$ cat config.mk
export PLATFORM = sky130hd
export DESIGN_NAME = io_responder
export DESIGN_NICKNAME = d
export VERILOG_FILES = /design/src/rtl/io_responder_pkg.sv /design/src/rtl/io_responder_sync_fifo.sv /design/src/rtl/io_responder.sv
export SDC_FILE = /design/constraint.sdc
export NUM_CORES = 1
export LEC_CHECK = 0
export CAP_MARGIN = 20
export CORE_ASPECT_RATIO = 0.5
export CORE_MARGIN = 8
export CORE_UTILIZATION = 45
export CTS_BUF_LIST = sky130_fd_sc_hd__clkbuf_2 sky130_fd_sc_hd__clkbuf_4 sky130_fd_sc_hd__clkbuf_8
export CTS_CLUSTER_DIAMETER = 60
export DETAILED_ROUTE_END_ITERATION = 7
export GPL_ROUTABILITY_DRIVEN = 0
export GPL_TIMING_DRIVEN = 0
export PLACE_DENSITY = 0.73
export SLEW_MARGIN = 0
export SYNTH_ARGS = -nofsm -noshare
export SYNTH_HDL_FRONTEND = slang
export SYNTH_SLANG_ARGS = --single-unit
$ cat constraint.sdc
create_clock -name clk -period 5.35 [get_ports clk]
set_input_delay 0.8025 -clock clk [delete_from_list [all_inputs] [get_ports clk]]
set_output_delay 0.8025 -clock clk [all_outputs]
set_load 0.03 [all_outputs]
$ cat src/rtl/io_responder_pkg.sv
// io_pkg: values shared by the programmed-I/O responder and its queues.
//   DATA_W     : default data word width on both CPU channels
//   DEPTH      : default entries per queue (power of two, >= 2)
//   hs_state_t : four-phase handshake FSM states
package io_pkg;
    localparam int DATA_W = 16;
    localparam int DEPTH  = 4;

    typedef enum logic {
        IDLE = 1'b0,
        ACK  = 1'b1
    } hs_state_t;
endpackage

$ cat src/rtl/io_responder_sync_fifo.sv
// sync_fifo: single-clock FIFO with an occupancy counter.
//   clk, rst_b : clock, async active-low reset (empties the queue)
//   i_push/i_din : write request and data (ignored while full)
//   i_pop        : read request (ignored while empty)
//   o_dout       : head of queue, combinational from storage
//   o_full/o_empty/o_count : status
module sync_fifo
    import io_pkg::*;
#(
    parameter int DATA_W = io_pkg::DATA_W,
    parameter int DEPTH  = io_pkg::DEPTH,
    parameter int CNT_W  = $clog2(DEPTH) + 1
) (
    input  logic              clk,
    input  logic              rst_b,
    input  logic              i_push,
    input  logic              i_pop,
    input  logic [DATA_W-1:0] i_din,
    output logic [DATA_W-1:0] o_dout,
    output logic              o_full,
    output logic              o_empty,
    output logic [CNT_W-1:0]  o_count
);
    localparam int PTR_W = $clog2(DEPTH);

    logic [DATA_W-1:0] r_mem [DEPTH];
    logic [PTR_W-1:0]  r_wr_ptr;
    logic [PTR_W-1:0]  r_rd_ptr;
    logic [CNT_W-1:0]  r_count;
    logic              w_wr;
    logic              w_rd;

    assign o_full  = (r_count == CNT_W'(DEPTH));
    assign o_empty = (r_count == '0);
    assign o_count = r_count;
    assign o_dout  = r_mem[r_rd_ptr];

    assign w_wr = i_push && !o_full;
    assign w_rd = i_pop  && !o_empty;

    // Storage needs no reset; the pointers and count define what is valid.
    always_ff @(posedge clk) begin
        if (w_wr) r_mem[r_wr_ptr] <= i_din;
    end

    // Pointers wrap naturally because DEPTH is a power of two.
    always_ff @(posedge clk or negedge rst_b) begin
        if (!rst_b) begin
            r_wr_ptr <= '0;
            r_rd_ptr <= '0;
            r_count  <= '0;
        end else begin
            if (w_wr) r_wr_ptr <= r_wr_ptr + 1'b1;
            if (w_rd) r_rd_ptr <= r_rd_ptr + 1'b1;
            case ({w_wr, w_rd})
                2'b10:   r_count <= r_count + 1'b1;
                2'b01:   r_count <= r_count - 1'b1;
                default: r_count <= r_count;
            endcase
        end
    end
endmodule

$ cat src/rtl/io_responder.sv
// io_responder: device side of the CPU's programmed-I/O channels.
//   clk, rst_b                          : clock, async active-low reset
//   inp_req/inp_ack/inp_data            : CPU input channel (4-phase)
//   out_req/out_data/out_ack            : CPU output channel (4-phase)
//   host_in_valid/host_in_data/host_in_ready    : host fills input queue
//   host_out_valid/host_out_data/host_out_ready : host drains output queue
//   in_count/out_count                  : queue occupancies
module io_responder
    import io_pkg::*;
#(
    parameter int DATA_W = io_pkg::DATA_W,
    parameter int DEPTH  = io_pkg::DEPTH,
    parameter int CNT_W  = $clog2(DEPTH) + 1
) (
    input  logic              clk,
    input  logic              rst_b,
    input  logic              inp_req,
    output logic              inp_ack,
    output logic [DATA_W-1:0] inp_data,
    input  logic              out_req,
    input  logic [DATA_W-1:0] out_data,
    output logic              out_ack,
    input  logic              host_in_valid,
    input  logic [DATA_W-1:0] host_in_data,
    output logic              host_in_ready,
    output logic              host_out_valid,
    output logic [DATA_W-1:0] host_out_data,
    input  logic              host_out_ready,
    output logic [CNT_W-1:0]  in_count,
    output logic [CNT_W-1:0]  out_count
);
    hs_state_t         r_in_state;
    hs_state_t         r_out_state;
    logic [DATA_W-1:0] w_in_head;
    logic              w_in_full;
    logic              w_in_empty;
    logic              w_out_full;
    logic              w_out_empty;
    logic              w_in_pop;
    logic              w_out_push;

    // Only the IDLE->ACK edge moves a word, so a long-held req costs one entry.
    assign w_in_pop   = (r_in_state  == IDLE) && inp_req && !w_in_empty;
    assign w_out_push = (r_out_state == IDLE) && out_req && !w_out_full;

    assign host_in_ready  = !w_in_full;
    assign host_out_valid = !w_out_empty;

    sync_fifo #(.DATA_W(DATA_W), .DEPTH(DEPTH), .CNT_W(CNT_W)) u_in_q (
        .clk     (clk),
        .rst_b   (rst_b),
        .i_push  (host_in_valid),
        .i_pop   (w_in_pop),
        .i_din   (host_in_data),
        .o_dout  (w_in_head),
        .o_full  (w_in_full),
        .o_empty (w_in_empty),
        .o_count (in_count)
    );

    sync_fifo #(.DATA_W(DATA_W), .DEPTH(DEPTH), .CNT_W(CNT_W)) u_out_q (
        .clk     (clk),
        .rst_b   (rst_b),
        .i_push  (w_out_push),
        .i_pop   (host_out_ready),
        .i_din   (out_data),
        .o_dout  (host_out_data),
        .o_full  (w_out_full),
        .o_empty (w_out_empty),
        .o_count (out_count)
    );

    // Input channel: waits in IDLE (no timeout) until a word is available.
    always_ff @(posedge clk or negedge rst_b) begin
        if (!rst_b) begin
            r_in_state <= IDLE;
            inp_ack    <= 1'b0;
            inp_data   <= '0;
        end else begin
            case (r_in_state)
                IDLE: if (w_in_pop) begin
                    inp_data   <= w_in_head;
                    inp_ack    <= 1'b1;
                    r_in_state <= ACK;
                end
                ACK: if (!inp_req) begin
                    inp_ack    <= 1'b0;
                    r_in_state <= IDLE;
                end
                default: r_in_state <= IDLE;
            endcase
        end
    end

    // Output channel: stalls in IDLE while the output queue is full.
    always_ff @(posedge clk or negedge rst_b) begin
        if (!rst_b) begin
            r_out_state <= IDLE;
            out_ack     <= 1'b0;
        end else begin
            case (r_out_state)
                IDLE: if (w_out_push) begin
                    out_ack     <= 1'b1;
                    r_out_state <= ACK;
                end
                ACK: if (!out_req) begin
                    out_ack     <= 1'b0;
                    r_out_state <= IDLE;
                end
                default: r_out_state <= IDLE;
            endcase
        end
    end
endmodule

==> impl_metrics.tcl, run 1 <==
set metrics [dict create \
    worstSetupEndpointType "output pin" \
    critical_path_start_end_classification "flop to output pin" \
    worstSetupStartpointType "flop" \
    cts_setup_buffers 0 \
    tritoncts "yes" \
    average_size_of_a_mapped_cell_sq_um 21.7 \
    gate_count_of_the_mapped_netlist 288 \
    clock_skew_ns 0.0122 \
    vias_in_the_first_global_route 3261 \
    netsw_mw 1.44 \
    warnings_synthesis 0 \
    clk_path_buf_depth 2 \
    postSynth.asyncResetShare_pct 21.0 \
    post-route-drc-count 0 \
    seq_power_share_pct 40.6 \
    coreArea_sq_um 13600 \
    power.leakage_nw 2.73 \
    maxCapViolations 0 \
    p_int_mw 2.97 \
    fp.dieH_um 99.3 \
    power_per_cell_area_nw_per_um2 572 \
    routed_wirelength_mm 11.2 \
    maxSlewHeadroom_pct 43.7 \
    drtPass1Iterations 4 \
    status "complete, no violations" \
    synth_enable_flop_cells 128 \
    final_hold_viol_count 0 \
    rows 30 \
    synth_top_area_cell "sky130_fd_sc_hd__edfxtp_1" \
    fin_crit_sh_pct 63.6 \
    critPathMaxFanout 10 \
    share_of_final_layout_standard_cells_stronger_than_drive_strength_1_pct 23.8 \
    synth.area.top_cells "sky130_fd_sc_hd__edfxtp_1, sky130_fd_sc_hd__dfrtp_1, sky130_fd_sc_hd__mux4_2" \
    power_mw 4.42 \
    wl_per_cell_um 18.9 \
    highest-signal-layer "met4" \
    layout-area-overhead-vs-synth_pct 23.7 \
    clock_sinks 162 \
    die_outline_area_sq_um 18100 \
    clock.fmax_mhz 294 \
    clock_tree.root_cell "sky130_fd_sc_hd__clkbuf_8" \
    final_antenna_net_count 0 \
    detailedPlace.worstSlack_ns 2.31 \
    die-width_um 182 \
    most_repeated_cell_in_the_gate_level_netlist_after_synthesis "sky130_fd_sc_hd__edfxtp_1" \
    post_synth_most_frequent_cells "sky130_fd_sc_hd__edfxtp_1, sky130_fd_sc_hd__dfrtp_1, sky130_fd_sc_hd__mux4_2" \
    viasPerCell 4.96 \
    met2_wirelength_mm 6.07 \
    final-max-slew-violation-count 0 \
    ys_seq_elements 162 \
    fin_setup_tns_ns 0 \
    swShare_pct 32.7 \
    timing.hold.worst.class "input pin to async pin" \
    wl_met3_um 618 \
    finalNetCount 436 \
    cts_hold_buf 0 \
    setup_ws_ns 1.95 \
    top_level_ports 80 \
    buffer_ports.inserted 79 \
    clock_pin_slew_reported_for_the_worst_setup_and_hold_paths_after_clock_tree_synthesis_ns 0.09 \
    worst-slew-pin-transition_ns 0.845 \
    route.layer.met1.wl_mm 4.27 \
    grt_max_degree 35 \
    first_pass_grt_wire_length_mm 17.7 \
    yosys.area.top_type_share_pct 61.6 \
    post-dp-hpwl_mm 7.57 \
    grt_setup_unrepaired "false" \
    yosysSeqAreaShare_pct 75.3 \
    grt_antenna_before_repair 0 \
    max-vdd-ir-drop_uv 166 \
    crit_required_ns 4.55 \
    num_antenna_cells 0 \
    ctsResizeCount 0 \
    htreeDepth 4 \
    synth_fp_nets 338 \
    ys.flop_type "sky130_fd_sc_hd__edfxtp_1" \
    place.detailed.instances 559 \
    power.share.clock_pct 22.3 \
    grt_overflow_total 0 \
    clk-insertion-delay-late_ns 0.43 \
    synth_cell_type_count 33 \
    start_util_pct 46.0 \
    layout_min_cycle_time_ns 3.40 \
    global_route.usage.total_pct 12.9 \
    cp.arrival_ns 2.60 \
    combinationalPowerShare_pct 37.2 \
    routed-via-count 2934 \
    setup_viol_count_final 0 \
    final_cell_count_no_fill 591 \
    cts-buffers-inserted 17 \
    detail_route.iter0.violations 168 \
    mappedNetlistArea_sq_um 6240 \
]
## critical path, stage by stage, from the launching register on
cell and delay (ns):
sky130_fd_sc_hd__dfrtp_1 0.32, sky130_fd_sc_hd__buf_2 0.28, sky130_fd_sc_hd__buf_2 0.39, sky130_fd_sc_hd__mux4_2 0.56, sky130_fd_sc_hd__clkdlybuf4s50_1 0.62
## power groups by stage
stage / logic, mW / registers (mW) / clock network, mW
6_report: 1.64 / 1.79 / 0.984
5_1_grt: 1.76 / 1.82 / 1.06
4_1_cts: 1.68 / 1.80 / 1.01
3_5_place_dp: 1.68 / 1.82 / 0
3_3_place_gp: 1.62 / 1.80 / 0
2_1_floorplan: 0.923 / 1.96 / 0
## flip-flops by register name, indices dropped and copies added, names as in the netlist, 3 cells and up
| register | flops |
|---|---|
| u_in_q.r_mem | 64 |
| u_out_q.r_mem | 64 |
| inp_data | 16 |
| u_in_q.o_count | 3 |
| u_out_q.o_count | 3 |
## placed cells by master, fill, tap and decap left out, types with 5 or more instances in the layout
| cell type | count |
|---|---|
| sky130_fd_sc_hd__xnor2_1 | 5 |
| sky130_fd_sc_hd__dfrtp_1 | 34 |
| sky130_fd_sc_hd__mux4_2 | 32 |
| sky130_fd_sc_hd__xor2_1 | 7 |
| sky130_fd_sc_hd__inv_1 | 13 |
| sky130_fd_sc_hd__clkdlybuf4s50_1 | 78 |
| sky130_fd_sc_hd__buf_2 | 5 |
| sky130_fd_sc_hd__clkbuf_8 | 18 |
| sky130_fd_sc_hd__and2_1 | 5 |
| sky130_fd_sc_hd__mux2_4 | 7 |
| sky130_fd_sc_hd__mux2_2 | 11 |
| sky130_fd_sc_hd__ha_1 | 10 |
| sky130_fd_sc_hd__edfxtp_1 | 128 |
## layout make-up
cell class,instances,area [sq um]
timing repair buffer,79,786
buffer,10,73.8
multi-input combinational,103,1420
clock buffer,19,255
tap,192,240
clock inverter,13,199
fill,991,5830
sequential,162,4690
inverter,13,48.8
## cells by family (layout without fill, tap and decap cells)
group	after synthesis	after routing	synth area share, %
compound gates	5	5	0.622
xor+xnor	12	12	1.69
fa+ha+maj	12	12	2.65
buf+inv	23	134	1.97
flops	162	162	75.3
mux	51	51	15.4
simple gates	23	23	2.43
## metrics by stage
| step | cell area, sq um | hold slack, ns | utilization [%] |
|---|---|---|---|
| floorplan | 6240 | 0.464 | - |
| global placement | 7270 | 0.476 | 53.6 |
| finish | 7720 | 0.456 | 57.0 |
| detailed placement | 7260 | 0.477 | 53.6 |
| CTS | 7720 | 0.464 | 57.0 |
| global route | 7720 | 0.499 | 57.0 |
## routing by layer
layer,up-vias,track usage [%]
met5,-,0
met4,0,5.89
met3,20,3.67
met2,76,23.5
met1,1512,13.7
li1,1326,-
## final timing paths
kind | depth (start not counted) | slack [ns] | end | start
hold / removal | 1 | 0.46 | u_out_q.o_count[0] | rst_b
setup reg to reg | 9 | 3.01 | u_in_q.o_count[2] | u_in_q.o_count[1]
hold reg to reg | 1 | 0.50 | inp_ack | inp_ack
min in group clk | 1 | 0.50 | inp_ack | inp_ack
setup / recovery | 4 | 1.95 | host_out_data[2] | u_out_q.r_rd_ptr[0]
max in group asynchronous | 1 | 4.38 | inp_data[12] | rst_b
Power figures use the tool's default switching activity.
==> run 2, diff against run 1 <==
- PLACE_DENSITY: 0.73 -> 0.76
- clock period: 5.35 -> 3 ns (I/O delays scaled with it)
==> run 2 against run 1 <==
  * Design area fell by 1.1%
  * First-iteration DRC count is 8.9% higher
  * Global-route usage decreased by 0.70 points
  * Largest power group unchanged
  * Worst setup slack got worse by 1.8 ns
  * Power is 71% higher
  * Final cell count shrank 0.17%
  * Sequential power increased by 79%
  * Clock power grew 52%
  * Clock-buffer cell count fell by 2
==> impl_metrics.tcl, run 2 (same netlist as run 1, synthesis figures left out) <==
set metrics [dict create \
    final-max-slew-violation-count 0 \
    biggestRegsByFlops "u_in_q.r_mem: 64 flops, u_out_q.r_mem: 64 flops, inp_data: 16 flops" \
    wl_per_cell_um 18.1 \
    crit_path_top_delay_cell "sky130_fd_sc_hd__clkdlybuf4s50_1" \
    layout_min_cycle_time_ns 2.86 \
    power.leakage_nw 2.70 \
    layout_commonest_cell "sky130_fd_sc_hd__edfxtp_1" \
    final_hold_viol_count 0 \
    whs_ns 0.0969 \
    die-width_um 182 \
    grt_max_degree 35 \
    cp_num_buf_inv 3 \
    worst-slew-pin-transition_ns 0.900 \
    global_route.usage.total_pct 12.2 \
    detail_route.iter0.violations 183 \
    die_outline_area_sq_um 18100 \
    fin_setup_tns_ns 0 \
    grt_overflow_total 0 \
    layout-area-overhead-vs-synth_pct 22.4 \
    final_core_utilization_pct 56.4 \
    top_level_ports 80 \
    post-dp-hpwl_mm 6.94 \
    routed_wirelength_mm 10.7 \
    clk-insertion-delay-late_ns 0.44 \
    power_per_cell_area_nw_per_um2 992 \
    setup_ws_ns 0.142 \
    tritoncts "yes" \
    routed-via-count 2862 \
    maximum_single_stage_delay_on_the_critical_path_ns 0.61 \
    vias_in_the_first_global_route 3100 \
    start_util_pct 46.0 \
    maxCapViolations 0 \
    coreArea_sq_um 13600 \
    critical_path_start_end_classification "flop to output pin" \
    num_antenna_cells 0 \
    critical-path-top-delay-family "buffers and inverters" \
    critPathMaxFanout 10 \
    clk_path_buf_depth 2 \
    fp.dieH_um 99.3 \
    clock_sinks 162 \
    crit_required_ns 2.55 \
    finalNetCount 435 \
    clock.fmax_mhz 350 \
    multi_input_comb_area_sq_um 1420 \
    setup_viol_count_final 0 \
    timing.hold.worst.class "input pin to async pin" \
    cts-buffers-inserted 17 \
    grt_setup_unrepaired "false" \
    buffer_ports.inserted 79 \
    status "complete, no violations" \
    post-route-drc-count 0 \
    cts_setup_buffers 0 \
    ff_latch_area_sq_um 4690 \
    max-vdd-ir-drop_uv 300 \
    clock_skew_ns 0.0135 \
    critical_path.cell_chain "clkbuf_4 > buf_4 > mux4_2 > clkdlybuf4s50_1" \
    rows 30 \
    layout.cells.most_common_list "sky130_fd_sc_hd__edfxtp_1, sky130_fd_sc_hd__clkdlybuf4s50_1, sky130_fd_sc_hd__dfrtp_1" \
    first_pass_grt_wire_length_mm 16.8 \
    detailedPlace.worstSlack_ns 0.353 \
    drtPass1Iterations 4 \
    power_mw 7.57 \
    htreeDepth 4 \
    fillCellCount 1017 \
    final_antenna_net_count 0 \
    maxSlewHeadroom_pct 40.0 \
    fin_crit_sh_pct 95.3 \
    grt_antenna_before_repair 0 \
    worstSetupStartpointType "flop" \
    share_of_final_layout_standard_cells_stronger_than_drive_strength_1_pct 23.9 \
    cp.arrival_ns 2.41 \
    clock_pin_slew_reported_for_the_worst_setup_and_hold_paths_after_clock_tree_synthesis_ns 0.09 \
    viasPerCell 4.85 \
    worstSetupEndpointType "output pin" \
    clock_tree.root_cell "sky130_fd_sc_hd__clkbuf_8" \
]
-- run 2: cell type report --
cell class	instances	share of cell area, %
Clock buffer	17	3.06
Clock inverter	15	1.85
Multi-Input combinational cell	103	18.6
Timing Repair Buffer	79	10.2
Inverter	13	0.639
Buffer	9	0.983
Sequential cell	162	61.5
Tap cell	192	3.15
-- run 2: routing by layer --
layer  wire, um  part of all wire (%)  track usage, %  vias up
met5          0                     0               0        -
met1       4490                    42            13.7     1478
li1           -                     -               -     1331
met4        110                   1.0            4.70        0
met3        391                   3.7            3.64        9
met2       5660                    53            21.6       44
-- run 2: timing repair --
item                                    4_1_cts  5_1_grt
resized for setup                             4        1
endpoints found under the setup margin        8        6
hold buffers                                  0        0
hold endpoints to repair                      0        0
-- run 2: final timing paths --
path	slack, ns	end	startpoint	cells after the start
max	0.14	host_out_data[2]	u_out_q.r_rd_ptr[0]	4
min	0.1	u_out_q.o_count[0]	rst_b	1
max reg2reg	0.70	u_in_q.o_count[2]	u_in_q.o_count[1]	9
min reg2reg	0.49	inp_ack	inp_ack	1
max in group asynchronous	2.37	inp_data[3]	rst_b	1
min in group clk	0.49	inp_ack	inp_ack	1
-- run 2: where the power goes --
group | total (mW) | internal (mW) | leakage [nW] | switching (mW)
clock | 1.50 | 0.615 | 0.191 | 0.881
combinational | 2.87 | 1.37 | 0.943 | 1.51
sequential | 3.20 | 2.97 | 1.57 | 0.237
total | 7.57 | 4.95 | 2.70 | 2.63
-- run 2: through the flow --
| stage | instance area, sq um | std cells |
|---|---|---|
| 5_1_grt | 7640 | 590 |
| 3_3_place_gp | 7270 | 559 |
| 3_5_place_dp | 7260 | 559 |
| 4_1_cts | 7640 | 591 |
| 6_report | 7640 | 590 |
| 2_1_floorplan | 6240 | 288 |
